==> config.mk <==
export PLATFORM = sky130hd
export DESIGN_NAME = fulladder_bist
export DESIGN_NICKNAME = d
export VERILOG_FILES = /design/src/rtl/fulladder_pkg.sv /design/src/rtl/fulladder_bist_cmp.sv /design/src/rtl/fulladder_bist.sv
export SDC_FILE = /design/constraint.sdc
export NUM_CORES = 1
export LEC_CHECK = 0
export CORE_MARGIN = 8
export CORE_UTILIZATION = 30
export DETAILED_ROUTE_END_ITERATION = 12
export GPL_TIMING_DRIVEN = 0
export PLACE_DENSITY_LB_ADDON = 0.3
export SYNTH_ARGS = -nofsm -noshare
export SYNTH_HDL_FRONTEND = slang
export SYNTH_SLANG_ARGS = --single-unit
==> constraint.sdc <==
create_clock -name clk -period 3.9 [get_ports clk]
set_input_delay 0.39 -clock clk [delete_from_list [all_inputs] [get_ports clk]]
set_output_delay 0.39 -clock clk [all_outputs]
set_load 0.03 [all_outputs]
==> src/rtl/fulladder_pkg.sv <==
// Shared types and golden model for the full-adder built-in self test.
package fulladder_pkg;

  localparam int unsigned NUM_VEC = 8;

  typedef enum logic [1:0] {
    IDLE,
    SETTLE,
    CHECK,
    DONE
  } state_t;

  // Reference response {sum,cout} for input vector {a,b,cin}
  function automatic logic [1:0] fa_expected(input logic [2:0] vec);
    logic s;
    logic c;
    s = vec[2] ^ vec[1] ^ vec[0];
    c = (vec[2] & vec[1]) | (vec[2] & vec[0]) | (vec[1] & vec[0]);
    return {s, c};
  endfunction

endpackage

==> src/rtl/fulladder_bist_cmp.sv <==
// Combinational golden compare of an observed {sum,cout} against the reference model.
module fulladder_bist_cmp
  import fulladder_pkg::*;
(
  input  logic [2:0] vec,
  input  logic [1:0] resp,
  output logic       mismatch_c
);

  assign mismatch_c = (resp != fa_expected(vec));

endmodule

==> src/rtl/fulladder_bist.sv <==
// Stimulus/response engine: sweeps all full-adder input patterns, checks each
// response after a settle time, counts mismatches and records the first one.
module fulladder_bist
  import fulladder_pkg::*;
#(
  parameter int unsigned SETTLE_CYCLES = 1,
  parameter int unsigned PASSES        = 1,
  parameter int unsigned ERR_W         = 4
) (
  input  logic             clk,
  input  logic             rst,
  input  logic             start,
  output logic             a,
  output logic             b,
  output logic             cin,
  input  logic             sum,
  input  logic             cout,
  output logic             busy,
  output logic             done,
  output logic             pass,
  output logic [ERR_W-1:0] err_cnt,
  output logic             fail_valid,
  output logic [2:0]       first_fail_vec,
  output logic [1:0]       first_fail_resp
);

  localparam int unsigned SET_W  = (SETTLE_CYCLES > 1) ? $clog2(SETTLE_CYCLES) : 1;
  localparam int unsigned PASS_W = (PASSES > 1) ? $clog2(PASSES) : 1;

  localparam logic [SET_W-1:0]  SETTLE_INIT = SET_W'(SETTLE_CYCLES - 1);
  localparam logic [PASS_W-1:0] PASS_LAST   = PASS_W'(PASSES - 1);
  localparam logic [2:0]        VEC_LAST    = 3'(NUM_VEC - 1);
  localparam logic [ERR_W-1:0]  ERR_MAX     = '1;

  state_t            state, state_nxt;
  logic [SET_W-1:0]  settle_cnt, settle_cnt_nxt;
  logic [PASS_W-1:0] pass_idx, pass_idx_nxt;
  logic [2:0]        vec, vec_nxt;
  logic              busy_nxt, done_nxt, pass_nxt, fail_valid_nxt;
  logic [ERR_W-1:0]  err_cnt_nxt;
  logic [2:0]        first_fail_vec_nxt;
  logic [1:0]        first_fail_resp_nxt;
  logic              mismatch_c;

  // The vector register directly drives the adder inputs
  assign {a, b, cin} = vec;

  fulladder_bist_cmp u_cmp (
    .vec        (vec),
    .resp       ({sum, cout}),
    .mismatch_c (mismatch_c)
  );

  always_ff @(posedge clk or posedge rst) begin
    if (rst) begin
      state           <= IDLE;
      settle_cnt      <= '0;
      pass_idx        <= '0;
      vec             <= '0;
      busy            <= 1'b0;
      done            <= 1'b0;
      pass            <= 1'b0;
      err_cnt         <= '0;
      fail_valid      <= 1'b0;
      first_fail_vec  <= '0;
      first_fail_resp <= '0;
    end else begin
      state           <= state_nxt;
      settle_cnt      <= settle_cnt_nxt;
      pass_idx        <= pass_idx_nxt;
      vec             <= vec_nxt;
      busy            <= busy_nxt;
      done            <= done_nxt;
      pass            <= pass_nxt;
      err_cnt         <= err_cnt_nxt;
      fail_valid      <= fail_valid_nxt;
      first_fail_vec  <= first_fail_vec_nxt;
      first_fail_resp <= first_fail_resp_nxt;
    end
  end

  always_comb begin
    state_nxt           = state;
    settle_cnt_nxt      = settle_cnt;
    pass_idx_nxt        = pass_idx;
    vec_nxt             = vec;
    busy_nxt            = busy;
    done_nxt            = done;
    pass_nxt            = pass;
    err_cnt_nxt         = err_cnt;
    fail_valid_nxt      = fail_valid;
    first_fail_vec_nxt  = first_fail_vec;
    first_fail_resp_nxt = first_fail_resp;

    case (state)
      IDLE, DONE: begin
        if (start) begin
          state_nxt           = SETTLE;
          vec_nxt             = '0;
          settle_cnt_nxt      = SETTLE_INIT;
          pass_idx_nxt        = '0;
          busy_nxt            = 1'b1;
          done_nxt            = 1'b0;
          pass_nxt            = 1'b0;
          err_cnt_nxt         = '0;
          fail_valid_nxt      = 1'b0;
          first_fail_vec_nxt  = '0;
          first_fail_resp_nxt = '0;
        end
      end

      SETTLE: begin
        if (settle_cnt == '0) begin
          state_nxt = CHECK;
        end else begin
          settle_cnt_nxt = settle_cnt - SET_W'(1);
        end
      end

      CHECK: begin
        if (mismatch_c) begin
          if (err_cnt != ERR_MAX) begin
            err_cnt_nxt = err_cnt + ERR_W'(1);
          end
          if (!fail_valid) begin
            fail_valid_nxt      = 1'b1;
            first_fail_vec_nxt  = vec;
            first_fail_resp_nxt = {sum, cout};
          end
        end
        if (vec == VEC_LAST && pass_idx == PASS_LAST) begin
          state_nxt = DONE;
          done_nxt  = 1'b1;
          busy_nxt  = 1'b0;
          vec_nxt   = '0;
          // fail_valid still reflects earlier vectors; this CHECK adds mismatch_c
          pass_nxt  = !fail_valid && !mismatch_c;
        end else begin
          if (vec == VEC_LAST) begin
            pass_idx_nxt = pass_idx + PASS_W'(1);
          end
          vec_nxt        = vec + 3'd1;
          settle_cnt_nxt = SETTLE_INIT;
          state_nxt      = SETTLE;
        end
      end

      default: state_nxt = IDLE;
    endcase
  end

endmodule

==> impl_metrics.env, run 1 <==
export IMPL_worstMarginPinSlew_ns=0.735
export IMPL_post_cts_setup_buffers=0
export IMPL_yosysMostFrequentCell="dfrtp_1"
export IMPL_cp_end_kind="register"
export IMPL_final_hold_violation_count=0
export IMPL_power_density_nw_per_um2=652
export IMPL_status="finished clean"
export IMPL_gp_congestion=0.727
export IMPL_die_area_um2=5580
export IMPL_antenna_found_initial=0
export IMPL_start_util=0.310
export IMPL_grt_pass1_vias=846
export IMPL_rows=21
export IMPL_postSynth_asyncResetShare=1.00
export IMPL_synth_top_cell_by_area="dfrtp_1"
export IMPL_io_pins=21
export IMPL_fin_crit_ns=2.02
export IMPL_nets=136
export IMPL_clk_pin_slew_ns=0.11
export IMPL_leakagePower_nw=0.548
export IMPL_grt_max_degree=20
export IMPL_die_w_um=74.7
export IMPL_overflow=0
export IMPL_drt_iter0_drc=33
export IMPL_reg2reg_from="vec[2]"
export IMPL_drcViolationCount=0
export IMPL_synth_top_area_share=0.459
export IMPL_r2r_cells=6
export IMPL_die_y_um=74.7
export IMPL_rsz0062_at_grt="false"
export IMPL_fin_tns_setup_ns=0
export IMPL_hold_ws_ns=0.497
export IMPL_ys_top_cells_by_count="dfrtp_1 (19), inv_1 (11), o21ai_0 (9), nand2_1 (8)"
export IMPL_critPathLaunchType="register"
export IMPL_cp_arrival_ns=2.20
export IMPL_regToRegEndpoint="err_cnt[1]"
export IMPL_diodes=0
export IMPL_avgSynthCellArea_um2=10.3
export IMPL_syn_to_final_growth_pct=27.4
export IMPL_peakVddDrop_v=0.000416
export IMPL_port_buffers=20
export IMPL_skew_ns=0.00446
export IMPL_clock_sinks=19
export IMPL_final_antenna_net_count=0
export IMPL_maxSlewViolCount=0
export IMPL_syn_cell_area_um2=1030
export IMPL_ys_flop_type="dfrtp_1"
export IMPL_min_period_over_period=0.518
export IMPL_fin_total_pwr_mw=0.860
export IMPL_synth_area_top_cells="dfrtp_1 (46%), ha_1 (6.0%), o21ai_0 (4.4%), inv_1 (4.0%), nand3_1 (2.9%)"
export IMPL_crit_type="register to register"
export IMPL_synth_seq_area_share=0.459
export IMPL_cts_hold_buf=0
export IMPL_drv_cap=0
export IMPL_fin_util=0.395
export IMPL_synthesis_nets=111
export IMPL_r2r_slack_ns=1.88
export IMPL_wl_um=2300
export IMPL_cp_max_fo=10
export IMPL_grt_pass1_wl_um=3970
export IMPL_synthCells=100
export IMPL_slew_limit_headroom=0.509
export IMPL_dp_hpwl_um=1740
export IMPL_clk_latency_ns=0.30
export IMPL_vias_per_cell=4.72
export IMPL_first_pass_iters=4
export IMPL_maxClockFrequency_mhz=495
export IMPL_hold_path_class="primary input to async pin"
export IMPL_globalRouteTotalUtil=0.0921
export IMPL_num_vias=802
export IMPL_setup_viol=0
export IMPL_cts_buffers=3
export IMPL_synth_seq_cells=19
export IMPL_drive_gt1_frac=0.105
export IMPL_cp_required_ns=4.08
export IMPL_cts_max_level=1
export IMPL_cts_root_buf="clkbuf_4"
export IMPL_synth_distinct_cells=31
export IMPL_core_area_um2=3340
export IMPL_n_fill_cell=359
export IMPL_synth_enable_flop_cells=0
export IMPL_cts_resized=0
export IMPL_cts_tree="built"
export IMPL_clockBufferDepth=2
export IMPL_dpl_cell_area_um2=1290
export IMPL_design_area_um2=1320
export IMPL_wire_per_inst_um=13.6
export IMPL_yosysWarnings=0
## logic make-up (layout without fill, tap and decap cells)
kind of cell | Yosys count | after routing | synth area share
AOI/OAI and AO/OA | 29 | 29 | 0.206
xor gates and xnor gates | 2 | 2 | 0.0169
adders and majority gates | 6 | 6 | 0.0798
buffers and inverters | 14 | 38 | 0.0665
DFF | 19 | 19 | 0.459
muxes | 1 | 1 | 0.0218
and+or+nand+nor | 29 | 29 | 0.150
## cell type report
type | instances | area (um2) | area share
multi-input cells | 67 | 490 | 0.372
flip-flops and latches | 19 | 475 | 0.361
repair buffers | 20 | 200 | 0.152
well taps | 46 | 57.6 | 0.0436
inverters | 11 | 41.3 | 0.0313
plain buffers | 3 | 27.5 | 0.0209
clock buffers | 4 | 26.3 | 0.0199
## routing by layer
metal  wire length [um]  GRT usage  vias up
met3                145     0.0426        2
met4                 16     0.0261        0
li1                   -          -      402
met1               1020      0.105      380
met2               1130      0.150       18
met5                  0          0        -
## where the power goes
part / switching (mW) / internal, mW
Combinational: 0.279 / 0.194
Sequential: 0.0456 / 0.240
Clock: 0.0621 / 0.0399
## sequential cells by signal (all words and copies together) (netlist names)
signal,cells
err_cnt,4
pass,1
fail_valid,1
vec,3
busy,1
first_fail_vec,3
done,1
pass_idx,1
state,2
first_fail_resp,2
## per-stage QoR
step	setup slack, ns	instances
CTS	1.87	170
finish	1.88	170
floorplan	1.89	100
global placement	1.92	166
global route	1.73	170
detailed placement	1.89	166
## placed cells by master, fill, tap and decap left out, drive strengths merged, types with 2 or more instances in the layout
master         synthesis  routed
clkdlybuf4s50          0      20
nor2                   6       6
dfrtp                 19      19
a32o                   2       2
inv                   11      11
a21oi                  5       5
nand2b                 3       3
clkbuf                 0       4
nand3                  6       6
xnor2                  2       2
buf                    3       3
o21ai                 10      10
a31oi                  4       4
nand2                  9       9
ha                     5       5
o22ai                  2       2
nand4                  2       2
## how the worst max path moves through the flow
stage               depth (start not counted)    from  slack, ns    endpoint
detailed placement                          6  vec[2]       1.89  err_cnt[1]
global route                                6  vec[2]       1.73  err_cnt[1]
floorplan                                   6  vec[0]       1.89  err_cnt[1]
global placement                            6  vec[2]       1.92  err_cnt[1]
CTS                                         6  vec[2]       1.87  err_cnt[1]
finish                                      6  vec[2]       1.88  err_cnt[1]
## worst max-delay path, stage by stage (launching register included)
cell	delay, ns
dfrtp_1	0.47
fa_1	0.51
xnor2_1	0.31
a31oi_4	0.22
buf_8	0.20
nand4_1	0.08
o221ai_1	0.11
No activity file was read; power rests on OpenSTA's default activity.
==> inputs of run 2 (changes only) <==
==> constraint.sdc (replaced) <==
create_clock -name clk -period 2 [get_ports clk]
set_input_delay 0.2 -clock clk [delete_from_list [all_inputs] [get_ports clk]]
set_output_delay 0.2 -clock clk [all_outputs]
set_load 0.03 [all_outputs]
==> run 2 against run 1 <==
Effect of this change:
- sequential share of layout area is 1.9 points lower
- setup slack worse by 1.8 ns
- global-route usage decreased by 0.091 points
- power is 120% higher
- fmax is 5.3% higher
- non-clock buffer count is 7 higher
- clock power up 94%
- largest cell class unchanged
==> impl_metrics.env, run 2 (synthesized netlist as in run 1, its figures left out) <==
export IMPL_status="finished clean"
export IMPL_layout_common_cells="clkdlybuf4s50_1 (20), dfrtp_1 (16), inv_1 (11)"
export IMPL_vias_per_cell=4.79
export IMPL_start_util=0.310
export IMPL_fin_total_pwr_mw=1.85
export IMPL_max_stage_delay_ns=0.49
export IMPL_maxSlewViolCount=0
export IMPL_drive_gt1_frac=0.205
export IMPL_worstMarginPinSlew_ns=0.738
export IMPL_maxClockFrequency_mhz=521
export IMPL_power_density_nw_per_um2=1320
export IMPL_wire_per_inst_um=13.4
export IMPL_n_fill_cell=348
export IMPL_core_area_um2=3340
export IMPL_grt_pass1_wl_um=3910
export IMPL_cts_max_level=1
export IMPL_cts_tree="built"
export IMPL_leakagePower_nw=0.593
export IMPL_num_vias=852
export IMPL_drv_cap=0
export IMPL_regToRegEndpoint="err_cnt[1]"
export IMPL_r2r_cells=6
export IMPL_critPathLaunchType="register"
export IMPL_final_common_cell="clkdlybuf4s50_1"
export IMPL_final_hold_violation_count=0
export IMPL_grt_pass1_vias=850
export IMPL_cp_end_kind="register"
export IMPL_syn_to_final_growth_pct=35.7
export IMPL_slowest_stage="fa_1"
export IMPL_fin_crit_ns=1.92
export IMPL_rows=21
export IMPL_cp_top_family="adder cells"
export IMPL_die_area_um2=5580
export IMPL_crit_chain="fa_1, xnor2_2, a31oi_4, buf_8, nand4_1, o221ai_1"
export IMPL_slew_limit_headroom=0.507
export IMPL_hold_path_class="primary input to async pin"
export IMPL_reg2reg_from="vec[0]"
export IMPL_cts_root_buf="clkbuf_4"
export IMPL_cp_arrival_ns=2.10
export IMPL_cts_hold_buf=0
export IMPL_grt_max_degree=20
export IMPL_clk_latency_ns=0.31
export IMPL_wl_um=2390
export IMPL_max_flop_register="err_cnt"
export IMPL_min_period_over_period=0.959
export IMPL_multiInputGateArea_um2=518
export IMPL_drt_iter0_drc=16
export IMPL_die_w_um=74.7
export IMPL_largest_reg_flops=4
export IMPL_crit_type="register to register"
export IMPL_clock_sinks=19
export IMPL_cts_buffers=3
export IMPL_port_buffers=20
export IMPL_gp_congestion=0.752
export IMPL_largestRegisters="err_cnt x4, first_fail_vec x3, vec x3"
export IMPL_first_pass_iters=5
export IMPL_final_antenna_net_count=0
export IMPL_seqCellArea_um2=479
export IMPL_path_buf_inv=1
export IMPL_cp_max_fo=10
export IMPL_skew_ns=0.0123
export IMPL_dp_hpwl_um=1670
export IMPL_globalRouteTotalUtil=0.0912
export IMPL_clk_pin_slew_ns=0.12
export IMPL_die_y_um=74.7
export IMPL_overflow=0
export IMPL_r2r_slack_ns=0.08
export IMPL_fin_util=0.421
export IMPL_peakVddDrop_v=0.000528
export IMPL_antenna_found_initial=0
export IMPL_drcViolationCount=0
export IMPL_diodes=0
export IMPL_nets=144
export IMPL_cp_required_ns=2.18
export IMPL_io_pins=21
export IMPL_setup_viol=0
export IMPL_clockBufferDepth=2
run 2: cell types whose count changed in the layout (fill, tap and decap cells not counted), moves of 2 or more:
cell / delta
dfrtp_2: +3
xnor2_1: -2
xnor2_2: +2
dfrtp_1: -3
buf_4: +7
run 2: where the power goes:
part           switching (mW)  internal, mW
combinational           0.601         0.495
clock                   0.123        0.0746
sequential             0.0864         0.472
total                   0.811          1.04
run 2: stage by stage:
stage / setup TNS (ns) / hold slack (ns) / setup WS [ns] / cell area (um2) / instances
after floorplan: 0 / 0.151 / 0.00152 / 1040 / 100
after global placement: 0 / 0.473 / 0.0155 / 1290 / 166
after detailed placement: -0.0162 / 0.477 / -0.0162 / 1290 / 166
after CTS: -0.00792 / 0.348 / -0.00792 / 1330 / 170
after global routing: -0.00219 / 0.372 / -0.00219 / 1400 / 178
final: 0 / 0.308 / 0.0824 / 1400 / 178
run 2: what timing repair did:
item / in CTS / in global routing
gates resized for setup: 1 / 2
cloned: 0 / 1
pin swaps: 0 / 3
endpoints found under the setup margin: 2 / 10
setup buffers: 0 / 7
endpoints found under the hold margin: 0 / 0
run 2: per-layer routing:
metal / vias up / share of wire / global-route usage
met5: - / 0 / 0
met4: 0 / 0.015 / 0.0261
met3: 5 / 0.083 / 0.0479
met2: 24 / 0.45 / 0.141
met1: 400 / 0.46 / 0.107
li1: 423 / - / -
run 2: worst max-delay path by stage:
stage	from	end	slack, ns	depth (start not counted)
6_report	vec[0]	err_cnt[1]	0.08	6
3_3_place_gp	vec[2]	err_cnt[1]	0.02	6
4_1_cts	vec[2]	first_fail_vec[0]	-0.008	6
3_5_place_dp	vec[2]	err_cnt[1]	-0.02	6
5_1_grt	vec[2]	err_cnt[1]	-0.002	6
2_1_floorplan	vec[2]	err_cnt[1]	0.002	6
run 2: layout make-up:
class	count	share of cell area
Buffer	3	0.0196
Clock buffer	3	0.0160
Clock inverter	1	0.00357
Inverter	11	0.0294
Multi-Input combinational cell	68	0.369
Sequential cell	19	0.341
Tap cell	46	0.0410
Timing Repair Buffer	27	0.180
==> inputs of run 3 (changes only) <==
==> constraint.sdc (replaced) <==
create_clock -name clk -period 1.7 [get_ports clk]
set_input_delay 0.17 -clock clk [delete_from_list [all_inputs] [get_ports clk]]
set_output_delay 0.17 -clock clk [all_outputs]
set_load 0.03 [all_outputs]
==> run 3 against run 2 <==
Effect of this change:
- the flow now finishes with violations (setup timing)
- count of clock-buffer cells in the layout unchanged
- flip-flop and latch count unchanged
- combinational power increased by 49%
- final cell count increased by 2.2%
- power increased by 36%
- worst hold slack got worse by 0.033 ns
- clock skew increased by 0.0010 ns
- fmax about the same
- first-iteration DRC count increased by 140%
- die area unchanged
- via count increased by 6.8%
==> impl_metrics.env, run 3 (synthesized netlist as in run 1, its figures left out) <==
export IMPL_fin_tns_setup_ns=-1.87
export IMPL_antenna_found_initial=0
export IMPL_dp_cells=166
export IMPL_fin_util=0.454
export IMPL_cp_arrival_ns=2.11
export IMPL_largest_reg_flops=4
export IMPL_drv_cap=0
export IMPL_final_hold_violation_count=0
export IMPL_design_area_um2=1520
export IMPL_final_antenna_net_count=0
export IMPL_max_stage_delay_ns=0.52
export IMPL_cts_max_level=1
export IMPL_rows=21
export IMPL_io_pins=21
export IMPL_grt_pass1_wl_um=4260
export IMPL_slew_limit_headroom=0.514
export IMPL_fin_crit_ns=1.92
export IMPL_diodes=0
export IMPL_skew_ns=0.0133
export IMPL_dp_hpwl_um=1760
export IMPL_num_vias=910
export IMPL_overflow=0
export IMPL_fin_cells=182
export IMPL_cts_buffers=3
export IMPL_grt_max_degree=20
export IMPL_clk_pin_slew_ns=0.12
export IMPL_maxSlewViolCount=0
export IMPL_drcViolationCount=0
export IMPL_vias_per_cell=5.00
export IMPL_clockBufferDepth=2
export IMPL_die_w_um=74.7
export IMPL_nets=148
export IMPL_die_y_um=74.7
export IMPL_worstMarginPinSlew_ns=0.729
export IMPL_largestRegisters="err_cnt x4, first_fail_vec x3, vec x3"
export IMPL_cts_root_buf="clkbuf_4"
export IMPL_cp_end_kind="register"
export IMPL_cts_hold_buf=0
export IMPL_port_buffers=20
export IMPL_crit_type="register to register"
export IMPL_dpl_cell_area_um2=1300
export IMPL_min_period_over_period=1.13
export IMPL_crit_chain="fa_1, xnor2_2, a31oi_4, buf_12, buf_8, nand4_1, o221ai_2"
export IMPL_max_flop_register="err_cnt"
export IMPL_clock_sinks=19
export IMPL_drive_gt1_frac=0.265
export IMPL_wl_um=2680
export IMPL_wire_per_inst_um=14.7
export IMPL_die_area_um2=5580
export IMPL_slowest_stage="fa_1"
export IMPL_syn_to_final_growth_pct=46.4
export IMPL_globalRouteTotalUtil=0.101
export IMPL_grt_pass1_vias=944
export IMPL_clk_latency_ns=0.30
export IMPL_setup_viol=11
export IMPL_start_util=0.310
export IMPL_layout_common_cells="dfrtp_1 (16), clkdlybuf4s50_1 (16), inv_1 (11)"
export IMPL_leakagePower_nw=0.673
export IMPL_status="finished with violations"
export IMPL_gp_congestion=0.725
export IMPL_rsz0062_at_grt="true"
export IMPL_drt_iter0_drc=39
export IMPL_setup_ws_ns=-0.218
export IMPL_core_area_um2=3340
export IMPL_cts_tree="built"
export IMPL_violations="setup timing"
export IMPL_fin_total_pwr_mw=2.53
export IMPL_critPathLaunchType="register"
export IMPL_hold_path_class="primary input to async pin"
export IMPL_cp_max_fo=5
export IMPL_maxClockFrequency_mhz=521
export IMPL_power_density_nw_per_um2=1670
export IMPL_peakVddDrop_v=0.000945
export IMPL_first_pass_iters=4
export IMPL_cp_required_ns=1.89
-- run 3: changes by cell type in the layout (fill, tap and decap cells not counted), sizes merged --
| cell | change |
|---|---|
| dlygate4sd2 | +2 |
| clkbuf | +1 |
| dlymetal6s2s | +2 |
| buf | +3 |
| clkdlybuf4s50 | -4 |
-- run 3: per-stage QoR --
stage	setup slack [ns]	hold WS, ns
2_1_floorplan	-0.155	0.121
3_3_place_gp	-0.185	0.474
3_5_place_dp	-0.272	0.484
4_1_cts	-0.255	0.306
5_1_grt	-0.275	0.352
6_report	-0.218	0.275
-- run 3: path summary, 6_finish.rpt --
check / start / end / slack, ns / cells past startpoint
worst max-delay path: vec[1] / err_cnt[1] / -0.22 / 7
worst min-delay path: rst / busy / 0.27 / 2
worst max register to register: vec[1] / err_cnt[1] / -0.22 / 7
worst min register to register: first_fail_vec[0] / first_fail_vec[0] / 0.51 / 1
max in group asynchronous: rst / vec[0] / 0.92 / 2
min in group clk: first_fail_vec[0] / first_fail_vec[0] / 0.51 / 1
-- run 3: cell type report --
| cell class | instances | area [um2] |
|---|---|---|
| Fill cell | 338 | 1820 |
| Multi-Input combinational cell | 68 | 554 |
| Sequential cell | 19 | 479 |
| Timing Repair Buffer | 31 | 325 |
| Tap cell | 46 | 57.6 |
| Inverter | 11 | 41.3 |
| Buffer | 3 | 30.0 |
| Clock buffer | 3 | 22.5 |
| Clock inverter | 1 | 5.00 |
-- run 3: worst max-delay path, delay by kind of cell, from the launching register on --
family,cells,cell delay (ns)
simple gates,1,0.09
fa+ha+maj,1,0.52
compound gates,2,0.22
flops,1,0.44
buf+inv,2,0.28
xor+xnor,1,0.24
-- run 3: per-layer routing --
metal	share of wire	vias to the layer above	GRT usage
met4	0.015	0	0.0457
met3	0.065	4	0.0373
met1	0.41	450	0.108
met2	0.51	23	0.174
met5	0	-	0
li1	-	433	-
-- run 3: power breakdown --
group	leakage, nW	switching [mW]	internal [mW]
sequential	0.249	0.103	0.555
combinational	0.406	0.820	0.816
clock	0.0177	0.147	0.0877
-- run 3: what timing repair did --
item                       4_1_cts  5_1_grt
pin swaps                        9        4
setup buffers                    8        3
setup endpoints to repair       11       15
hold endpoints to repair         0        0
resized for setup                9        8
cloned                           2        0
